==> src/rtl/imem_loader_if.sv <==
// Byte-stream and instruction-memory write bus of the program loader.
//   rx_valid/rx_data/rx_ready : incoming program bytes (valid/ready handshake)
//   imem_we/imem_addr/imem_wdata : word writes into the core's instruction memory
// master: loader side (consumes bytes, drives memory writes).
// slave : environment side (produces bytes, observes memory writes).
interface imem_loader_if #(
  parameter int unsigned ADDR_W = 8
);
  logic              rx_valid;
  logic [7:0]        rx_data;
  logic              rx_ready;
  logic              imem_we;
  logic [ADDR_W-1:0] imem_addr;
  logic [31:0]       imem_wdata;

  modport master (
    input  rx_valid,
    input  rx_data,
    output rx_ready,
    output imem_we,
    output imem_addr,
    output imem_wdata
  );

  modport slave (
    output rx_valid,
    output rx_data,
    input  rx_ready,
    input  imem_we,
    input  imem_addr,
    input  imem_wdata
  );
endinterface

==> src/rtl/imem_loader.sv <==
// Program loader: packs a little-endian byte stream into 32-bit words, writes them to
// instruction memory from address 0, verifies a trailing checksum byte and holds the core
// in reset until a clean load completes.
// Ports:
//   clk_i     : clock, rising edge
//   rst_i     : asynchronous active-low reset
//   start_i   : begin a load (sampled only in idle)
//   len_i     : number of words, legal range 1..2**ADDR_W
//   abort_i   : synchronous abort of a load in progress
//   bus_io    : byte stream in, instruction-memory writes out
//   cpu_rst_o : active-high reset to the core
//   busy_o    : loader not idle
//   done_o    : one-cycle pulse, load finished (good or bad)
//   err_o     : one-cycle pulse, load failed / rejected / aborted
module imem_loader #(
  parameter int unsigned ADDR_W        = 8,
  parameter bit          HOLD_ON_RESET = 1'b1
) (
  input  logic              clk_i,
  input  logic              rst_i,
  input  logic              start_i,
  input  logic [ADDR_W:0]   len_i,
  input  logic              abort_i,
  imem_loader_if.master     bus_io,
  output logic              cpu_rst_o,
  output logic              busy_o,
  output logic              done_o,
  output logic              err_o
);

  typedef enum logic [2:0] {
    StIdle,
    StLoad,
    StWrite,
    StCsum,
    StDone
  } state_e;

  localparam logic [ADDR_W:0] MaxLen = {1'b1, {ADDR_W{1'b0}}};
  localparam logic [ADDR_W:0] LenOne = {{ADDR_W{1'b0}}, 1'b1};

  state_e            state_q, state_d;
  logic [ADDR_W:0]   len_q, len_d;
  logic [ADDR_W-1:0] addr_q, addr_d;
  logic [1:0]        byte_cnt_q, byte_cnt_d;
  logic [23:0]       word_q, word_d;
  logic [7:0]        sum_q, sum_d;
  logic              bad_q, bad_d;
  logic              cpu_rst_q, cpu_rst_d;
  logic              done_q, done_d;
  logic              err_q, err_d;
  logic              rx_ready_q, rx_ready_d;
  logic              we_q, we_d;
  logic [ADDR_W-1:0] waddr_q, waddr_d;
  logic [31:0]       wdata_q, wdata_d;

  logic              xfer;
  logic              len_legal;
  logic              last_word;
  logic [7:0]        sum_next;

  assign xfer      = bus_io.rx_valid & rx_ready_q;
  assign len_legal = (len_i != '0) && (len_i <= MaxLen);
  assign last_word = ({1'b0, addr_q} == (len_q - LenOne));
  assign sum_next  = sum_q + bus_io.rx_data;

  always_comb begin
    state_d    = state_q;
    len_d      = len_q;
    addr_d     = addr_q;
    byte_cnt_d = byte_cnt_q;
    word_d     = word_q;
    sum_d      = sum_q;
    bad_d      = bad_q;
    cpu_rst_d  = cpu_rst_q;
    done_d     = 1'b0;
    err_d      = 1'b0;
    we_d       = 1'b0;
    waddr_d    = waddr_q;
    wdata_d    = wdata_q;

    unique case (state_q)
      StIdle: begin
        if (start_i) begin
          if (len_legal) begin
            len_d      = len_i;
            addr_d     = '0;
            byte_cnt_d = '0;
            sum_d      = '0;
            bad_d      = 1'b0;
            cpu_rst_d  = 1'b1;
            state_d    = StLoad;
          end else begin
            err_d = 1'b1;
          end
        end
      end

      StLoad: begin
        if (abort_i) begin
          err_d   = 1'b1;
          state_d = StIdle;
        end else if (xfer) begin
          sum_d = sum_next;
          if (byte_cnt_q == 2'd3) begin
            // Final byte goes straight into the write register, so the word is only
            // ever exposed on the bus once complete.
            we_d       = 1'b1;
            waddr_d    = addr_q;
            wdata_d    = {bus_io.rx_data, word_q};
            byte_cnt_d = '0;
            state_d    = StWrite;
          end else begin
            unique case (byte_cnt_q)
              2'd0:    word_d[7:0]   = bus_io.rx_data;
              2'd1:    word_d[15:8]  = bus_io.rx_data;
              default: word_d[23:16] = bus_io.rx_data;
            endcase
            byte_cnt_d = byte_cnt_q + 2'd1;
          end
        end
      end

      StWrite: begin
        // The strobe for this cycle is already registered; abort only skips what follows.
        if (abort_i) begin
          err_d   = 1'b1;
          state_d = StIdle;
        end else if (last_word) begin
          state_d = StCsum;
        end else begin
          addr_d  = addr_q + 1'b1;
          state_d = StLoad;
        end
      end

      StCsum: begin
        if (abort_i) begin
          err_d   = 1'b1;
          state_d = StIdle;
        end else if (xfer) begin
          bad_d   = (sum_next != 8'h00);
          done_d  = 1'b1;
          err_d   = bad_d;
          state_d = StDone;
        end
      end

      StDone: begin
        if (!bad_q) begin
          cpu_rst_d = 1'b0;
        end
        state_d = StIdle;
      end

      default: state_d = StIdle;
    endcase

    rx_ready_d = (state_d == StLoad) || (state_d == StCsum);
  end

  always_ff @(posedge clk_i or negedge rst_i) begin
    if (!rst_i) begin
      state_q    <= StIdle;
      len_q      <= '0;
      addr_q     <= '0;
      byte_cnt_q <= '0;
      word_q     <= '0;
      sum_q      <= '0;
      bad_q      <= 1'b0;
      cpu_rst_q  <= HOLD_ON_RESET;
      done_q     <= 1'b0;
      err_q      <= 1'b0;
      rx_ready_q <= 1'b0;
      we_q       <= 1'b0;
      waddr_q    <= '0;
      wdata_q    <= '0;
    end else begin
      state_q    <= state_d;
      len_q      <= len_d;
      addr_q     <= addr_d;
      byte_cnt_q <= byte_cnt_d;
      word_q     <= word_d;
      sum_q      <= sum_d;
      bad_q      <= bad_d;
      cpu_rst_q  <= cpu_rst_d;
      done_q     <= done_d;
      err_q      <= err_d;
      rx_ready_q <= rx_ready_d;
      we_q       <= we_d;
      waddr_q    <= waddr_d;
      wdata_q    <= wdata_d;
    end
  end

  assign bus_io.rx_ready   = rx_ready_q;
  assign bus_io.imem_we    = we_q;
  assign bus_io.imem_addr  = waddr_q;
  assign bus_io.imem_wdata = wdata_q;
  assign cpu_rst_o         = cpu_rst_q;
  assign busy_o            = (state_q != StIdle);
  assign done_o            = done_q;
  assign err_o             = err_q;

endmodule

==> src/flat_wrapper.sv <==
// flat-port wrapper written by rule: the top's interface ports become plain ports
module imem_loader_flat 
#(
  parameter int unsigned ADDR_W        = 8,
  parameter bit          HOLD_ON_RESET = 1'b1
)
  (clk_i, rst_i, start_i, len_i, abort_i, cpu_rst_o, busy_o, done_o, err_o, bus_io_rx_valid, bus_io_rx_data, bus_io_rx_ready, bus_io_imem_we, bus_io_imem_addr, bus_io_imem_wdata);
  imem_loader_if #(.ADDR_W(ADDR_W)) bus_io_i ();
  input  logic clk_i;
  input  logic rst_i;
  input  logic start_i;
  input  logic [ADDR_W:0] len_i;
  input  logic abort_i;
  output logic cpu_rst_o;
  output logic busy_o;
  output logic done_o;
  output logic err_o;
  input wire logic [$bits(bus_io_i.rx_valid)-1:0] bus_io_rx_valid;
  input wire logic [$bits(bus_io_i.rx_data)-1:0] bus_io_rx_data;
  output wire logic [$bits(bus_io_i.rx_ready)-1:0] bus_io_rx_ready;
  output wire logic [$bits(bus_io_i.imem_we)-1:0] bus_io_imem_we;
  output wire logic [$bits(bus_io_i.imem_addr)-1:0] bus_io_imem_addr;
  output wire logic [$bits(bus_io_i.imem_wdata)-1:0] bus_io_imem_wdata;
  assign bus_io_i.rx_valid = bus_io_rx_valid;
  assign bus_io_i.rx_data = bus_io_rx_data;
  assign bus_io_rx_ready = bus_io_i.rx_ready;
  assign bus_io_imem_we = bus_io_i.imem_we;
  assign bus_io_imem_addr = bus_io_i.imem_addr;
  assign bus_io_imem_wdata = bus_io_i.imem_wdata;
  imem_loader #(.ADDR_W(ADDR_W), .HOLD_ON_RESET(HOLD_ON_RESET)) u_core (.clk_i(clk_i), .rst_i(rst_i), .start_i(start_i), .len_i(len_i), .abort_i(abort_i), .bus_io(bus_io_i), .cpu_rst_o(cpu_rst_o), .busy_o(busy_o), .done_o(done_o), .err_o(err_o));
endmodule
==> config.mk <==
export PLATFORM = sky130hd
export DESIGN_NAME = imem_loader_flat
export DESIGN_NICKNAME = d
export VERILOG_FILES = /design/src/rtl/imem_loader_if.sv /design/src/rtl/imem_loader.sv /design/src/flat_wrapper.sv
export SDC_FILE = /design/constraint.sdc
export NUM_CORES = 1
export LEC_CHECK = 0
export BUFFER_PORTS_ARGS = -buffer_cell sky130_fd_sc_hd__buf_2
export CAP_MARGIN = 15
export CORE_MARGIN = 2
export CORE_UTILIZATION = 48
export DETAILED_ROUTE_END_ITERATION = 12
export PLACE_DENSITY_LB_ADDON = 0.2
export SLEW_MARGIN = 0
export SYNTH_ARGS = -nofsm -noshare
export SYNTH_HDL_FRONTEND = slang
export SYNTH_SLANG_ARGS = --single-unit
==> constraint.sdc <==
create_clock -name clk_i -period 5.2 [get_ports clk_i]
set_input_delay 0.78 -clock clk_i [delete_from_list [all_inputs] [get_ports clk_i]]
set_output_delay 0.78 -clock clk_i [all_outputs]
set_load 0.1 [all_outputs]
==> flow_summary.ini, run 1 <==
[cells_and_area]
num_antenna_cells = 0
final_cell_mix = dfrtp_1, mux2_2, buf_2
final_common_cell = dfrtp_1
multiInputGateArea_sq_um = 2079
regArea_sq_um = 2504
fill_cells = 900
nets = 491
stdcell_count = 592
final_layout_size_suffix_gt1_frac = 0.3595
area_growth_pct = 13.13

[sta]
final-max-slew-violation-count = 0
final.setup.tns_ps = 0
rsz0062_at_grt = false
fin_worst_skew_ps = 9.877
period_needed_ps = 2761
setup_viol = 0
slew_headroom = 0.3467
post-route-period-util = 0.5310
max_freq_mhz = 362.2
hold_violations = 0
fin_ws_ps = 2439
worst_pin_slew_ps = 966.3

[routing]
drc = 0
post_drt_wl_per_cell_microns = 15.24
drtIter0Drc = 77
firstDrtPassIters = 4
routed_wl_mm = 9.025
vias_per_cell = 5.275
ant_nets = 0
dr_total_vias = 3123

[setup_path]
crit_chain = inv_1, or3_1, nor3_2, nand2_2, mux2_2
cp_data_arrival_time_ps = 3010
slowest_stage = nand2_2
cp_top_family = simple AND/OR/NAND/NOR gates
endpoint_kind = flip-flop
cpPeakStageDelay_ps = 680
cp-start-kind = flip-flop
path_max_fanout = 42
crit_buf_inv = 1
required_ps = 5440
cp.depth = 5
reg2regPathDepth = 5
crit_type = flip-flop to flip-flop

[yosys]
seq_area_frac_synth = 0.5319
yosys.area.top_type = dfrtp_1
synth_area_sq_um = 4707
synth_edf_count = 0
syn_avg_cell_area_sq_um = 12.01
synth_ff_type = dfrtp_1
yosys_warnings = 0
syn-num-nets = 428
async_flop_share = 1.000
synth_cell_types = 45
synthTopCellsByArea = dfrtp_1, mux2_2, ha_1, nand2_1, mux2i_1
ys_ff_latch = 100
yosys.area.top_type_share = 0.5263
syn_inst = 392

[global_routing]
grt_pass1_wl_mm = 14.77
grt_antenna_before_repair = 0
grt_util_all_layers = 0.1819
grt_max_degree = 54
grt-ovfl-total = 0
grt_pass1_vias = 2989

[cts]
cts_resized = 0
clock-sinks = 100
clkLatencyLatePin_ps = 360
ctsHtreeMaxLevel = 3
tritoncts = done
cts-root-buf = clkbuf_8
path_clk_slew_ps = 100
numCtsBuffers = 9
postCtsHoldBufs = 0
cts_setup_buffers = 0
clock_path_buffers = 2

[die]
io_pins = 68
core_sq_um = 9639
die_w_microns = 103.0
dieArea_sq_um = 10610
die_h_microns = 103.0
initial_utilization = 0.4883
core.rowCount = 36

[placement]
dp.cells = 577
dp_hpwl_mm = 6.344
post-place-ws_ps = 2027
gp_congestion = 0.8391
port_buffers = 67

[power_and_ir_drop]
vdd_drop_max_mv = 0.1663
p_per_area_nw_per_um2 = 300.3
power_mw = 1.599
leakagePower_nw = 2.744

[flow_run]
maxCapViolCount = 0

[outcome]
status = complete, no violations

[worst_hold_path]
hold_path.class = input port to async pin
final timing paths:
path,from,end,slack (ps)
worst max-delay path,u_core.state_q[0]$_DFF_PN0_,u_core.bus_io.imem_addr[5]$_DFFE_PN0P_,2440
worst min-delay path,rst_i,u_core.bus_io.imem_wdata[18]$_DFFE_PN0P_,400
worst max register to register,u_core.state_q[0]$_DFF_PN0_,u_core.bus_io.imem_addr[5]$_DFFE_PN0P_,2440
worst min register to register,u_core.cpu_rst_o$_DFFE_PN1P_,u_core.cpu_rst_o$_DFFE_PN1P_,480
max in group asynchronous,rst_i,u_core.sum_q[7]$_DFFE_PN0P_,3710
min in group clk_i,u_core.cpu_rst_o$_DFFE_PN1P_,u_core.cpu_rst_o$_DFFE_PN1P_,480
state kept, by name (all words and copies together), names as in the netlist, 2 cells and up:
signal	cells
u_core.bus_io.imem_wdata	32
u_core.word_q	24
u_core.len_q	9
u_core.addr_q	8
u_core.bus_io.imem_addr	8
u_core.sum_q	8
u_core.state_q	3
u_core.byte_cnt_q	2
synth_stat cells (2+ instances only):
master     instances
o211ai_1           2
nor2b_1            3
o21ai_0           11
nand4_1            5
inv_1             16
or3b_2             2
o31ai_1            3
and4_1             2
xnor2_1            7
a31oi_1            4
nand3_1           12
clkbuf_1          11
a31o_2             3
nand2_1           34
nor2_1            11
a21o_1             5
o2111ai_1          2
nor3b_1            2
mux2_2            71
o41ai_1            3
nand2b_1           8
nor4_1             4
mux2i_1            7
buf_2              5
nor3b_4            2
a21oi_1            9
xor2_1             8
or3_1              6
and2_1             3
dfrtp_1           99
o21a_1             2
ha_1              13
nor3_1             5
per-stage QoR:
stage	utilization	hold slack, ps	area, sq um
global route	0.5524	441.2	5325
global placement	0.5348	455.5	5155
floorplan	-	446.0	4707
detailed placement	0.5348	457.2	5155
CTS	0.5524	434.9	5325
finish	0.5524	403.2	5325
layout make-up:
type,count,share of cell area
sequential,100,0.4702
multi-input combinational,260,0.3905
timing repair buffer,68,0.06485
tap,133,0.03125
clock buffer,9,0.02326
inverter,16,0.01128
clock inverter,6,0.008694
logic make-up after synthesis:
logic type      count (synthesis)  share of synthesized area
simple gates                  104                     0.1196
xor+xnor                       15                    0.02791
buf+inv                        32                    0.02685
fa+ha+maj                      14                    0.03881
compound gates                 49                    0.07018
flops                         100                     0.5319
mux                            78                     0.1847
where the power goes:
group / leakage, nW / total [mW] / internal (mW) / switching [mW]
sequential: 1.35 / 0.888 / 0.841 / 0.0466
clock: 0.0825 / 0.451 / 0.176 / 0.275
combinational: 1.31 / 0.260 / 0.115 / 0.146
total: 2.74 / 1.60 / 1.13 / 0.467
layer usage:
| layer | vias up | part of all wire | GRT usage |
|---|---|---|---|
| met2 | 61 | 0.48 | 0.3002 |
| met5 | - | 0 | 0 |
| li1 | 1514 | - | - |
| met3 | 8 | 0.042 | 0.05017 |
| met1 | 1540 | 0.47 | 0.2403 |
| met4 | 0 | 0.0088 | 0.04251 |
No activity file was read; power rests on OpenSTA's default activity.
==> run 2, diff against run 1 <==
- clock period: 5.2 -> 2.8 ns (I/O delays scaled with it)
==> flow_summary.ini, run 2 (synthesized netlist as in run 1, its figures left out) <==
[cells_and_area]
final_cell_mix = dfrtp_1, mux2_2, buf_2
num_antenna_cells = 0
final_common_cell = dfrtp_1
nets = 498
finalInstanceArea_sq_um = 5436
fill_cells = 857
multiInputGateArea_sq_um = 2079
regArea_sq_um = 2504
final_layout_size_suffix_gt1_frac = 0.3704
largest_register_ffs = 32
area_growth_pct = 15.50

[cts]
clock-sinks = 100
clock_path_buffers = 2
tritoncts = done
clkLatencyLatePin_ps = 370
cts-root-buf = clkbuf_8
postCtsHoldBufs = 0
cts_resized = 0
ctsHtreeMaxLevel = 3
cts_setup_buffers = 0
numCtsBuffers = 9
path_clk_slew_ps = 100

[setup_path]
cp-start-kind = flip-flop
r2r-start = u_core.state_q[0]$_DFF_PN0_
crit_type = flip-flop to flip-flop
reg2regPathDepth = 5
cpPeakStageDelay_ps = 510
required_ps = 3060
cpMostUsedCell = or3_1
crit_path_start = u_core.state_q[0]$_DFF_PN0_
crit_chain = inv_1, or3_1, or3_1, nor3b_4, mux2_2
slowest_stage = nor3b_4
path_max_fanout = 8
endpoint_kind = flip-flop
cp_data_arrival_time_ps = 2710

[placement]
dp_hpwl_mm = 6.666
port_buffers = 67
gp_congestion = 0.9192
placed_area_sq_um = 5220

[global_routing]
grt_antenna_before_repair = 0
grt_pass1_wl_mm = 14.84
grt_max_degree = 58
grt-ovfl-total = 0
grt_pass1_vias = 3065
grt_util_all_layers = 0.1825

[die]
die_h_microns = 103.0
dieArea_sq_um = 10610
initial_utilization = 0.4883
core_sq_um = 9639
core.rowCount = 36
die_w_microns = 103.0
io_pins = 68

[power_and_ir_drop]
leakagePower_nw = 2.811
p_per_area_nw_per_um2 = 576.1
vdd_drop_max_mv = 0.2791
power_mw = 3.132

[routing]
ant_nets = 0
dr_total_vias = 3198
drc = 0
vias_per_cell = 5.330
routed_wl_mm = 9.096
firstDrtPassIters = 4
drtIter0Drc = 61
post_drt_wl_per_cell_microns = 15.16

[sta]
setup_viol = 0
final.setup.tns_ps = 0
worst_pin_slew_ps = 551.7
fin_worst_skew_ps = 11.29
hold_violations = 0
period_needed_ps = 2453
post-route-period-util = 0.8761
final-max-slew-violation-count = 0
slew_headroom = 0.6322
rsz0062_at_grt = false
max_freq_mhz = 407.7

[flow_run]
maxCapViolCount = 0

[outcome]
status = complete, no violations

[worst_hold_path]
hold_path.class = input port to async pin
-- run 2: cell types whose count changed in the layout (fill, tap and decap cells not counted), sizes merged --
| cell | change |
|---|---|
| bufinv | +1 |
| clkinv | +1 |
| clkinvlp | -2 |
| clkbuf | +1 |
| buf | +7 |
-- run 2: final cells by class --
type | instances | share of cell area
Timing Repair Buffer | 75 | 0.07549
Clock inverter | 6 | 0.01450
Sequential cell | 100 | 0.4605
Tap cell | 133 | 0.03061
Multi-Input combinational cell | 260 | 0.3825
Clock buffer | 10 | 0.02532
Inverter | 16 | 0.01105
-- run 2: through the flow --
step                cells  worst slack [ps]  utilization  hold slack, ps
finish                600             347.0       0.5640           23.22
global placement      584             279.4       0.5415           448.2
global route          600             136.5       0.5640           51.78
detailed placement    584             220.4       0.5415           448.6
CTS                   600             310.8       0.5640           37.24
floorplan             392             126.1            -           124.4
-- run 2: worst paths after layout --
| kind | slack, ps | end |
|---|---|---|
| min reg2reg | 480 | u_core.cpu_rst_o$_DFFE_PN1P_ |
| min | 20 | u_core.bus_io.imem_wdata[26]$_DFFE_PN0P_ |
| max | 350 | u_core.word_q[1]$_DFFE_PN0P_ |
| min in group clk_i | 290 | u_core.len_q[5]$_DFFE_PN0P_ |
| max reg2reg | 350 | u_core.word_q[1]$_DFFE_PN0P_ |
| max in group asynchronous | 2030 | u_core.cpu_rst_o$_DFFE_PN1P_ |
-- run 2: critical path, delay by kind of cell (launching register included) --
kind / cells / cell delay (ps)
buf+inv: 1 / 70
flops: 1 / 440
mux: 1 / 390
simple gates: 3 / 1440
-- run 2: routing by layer --
| layer | vias to the layer above | part of all wire | track usage |
|---|---|---|---|
| met2 | 65 | 0.49 | 0.3157 |
| met4 | 0 | 0.019 | 0.07186 |
| met3 | 14 | 0.034 | 0.03051 |
| met1 | 1572 | 0.46 | 0.2288 |
| li1 | 1547 | - | - |
| met5 | - | 0 | 0 |
-- run 2: power by group --
group          internal [mW]  total, mW  switching [mW]
Sequential              1.56       1.65          0.0913
Combinational          0.219      0.491           0.272
Clock                  0.457      0.987           0.530
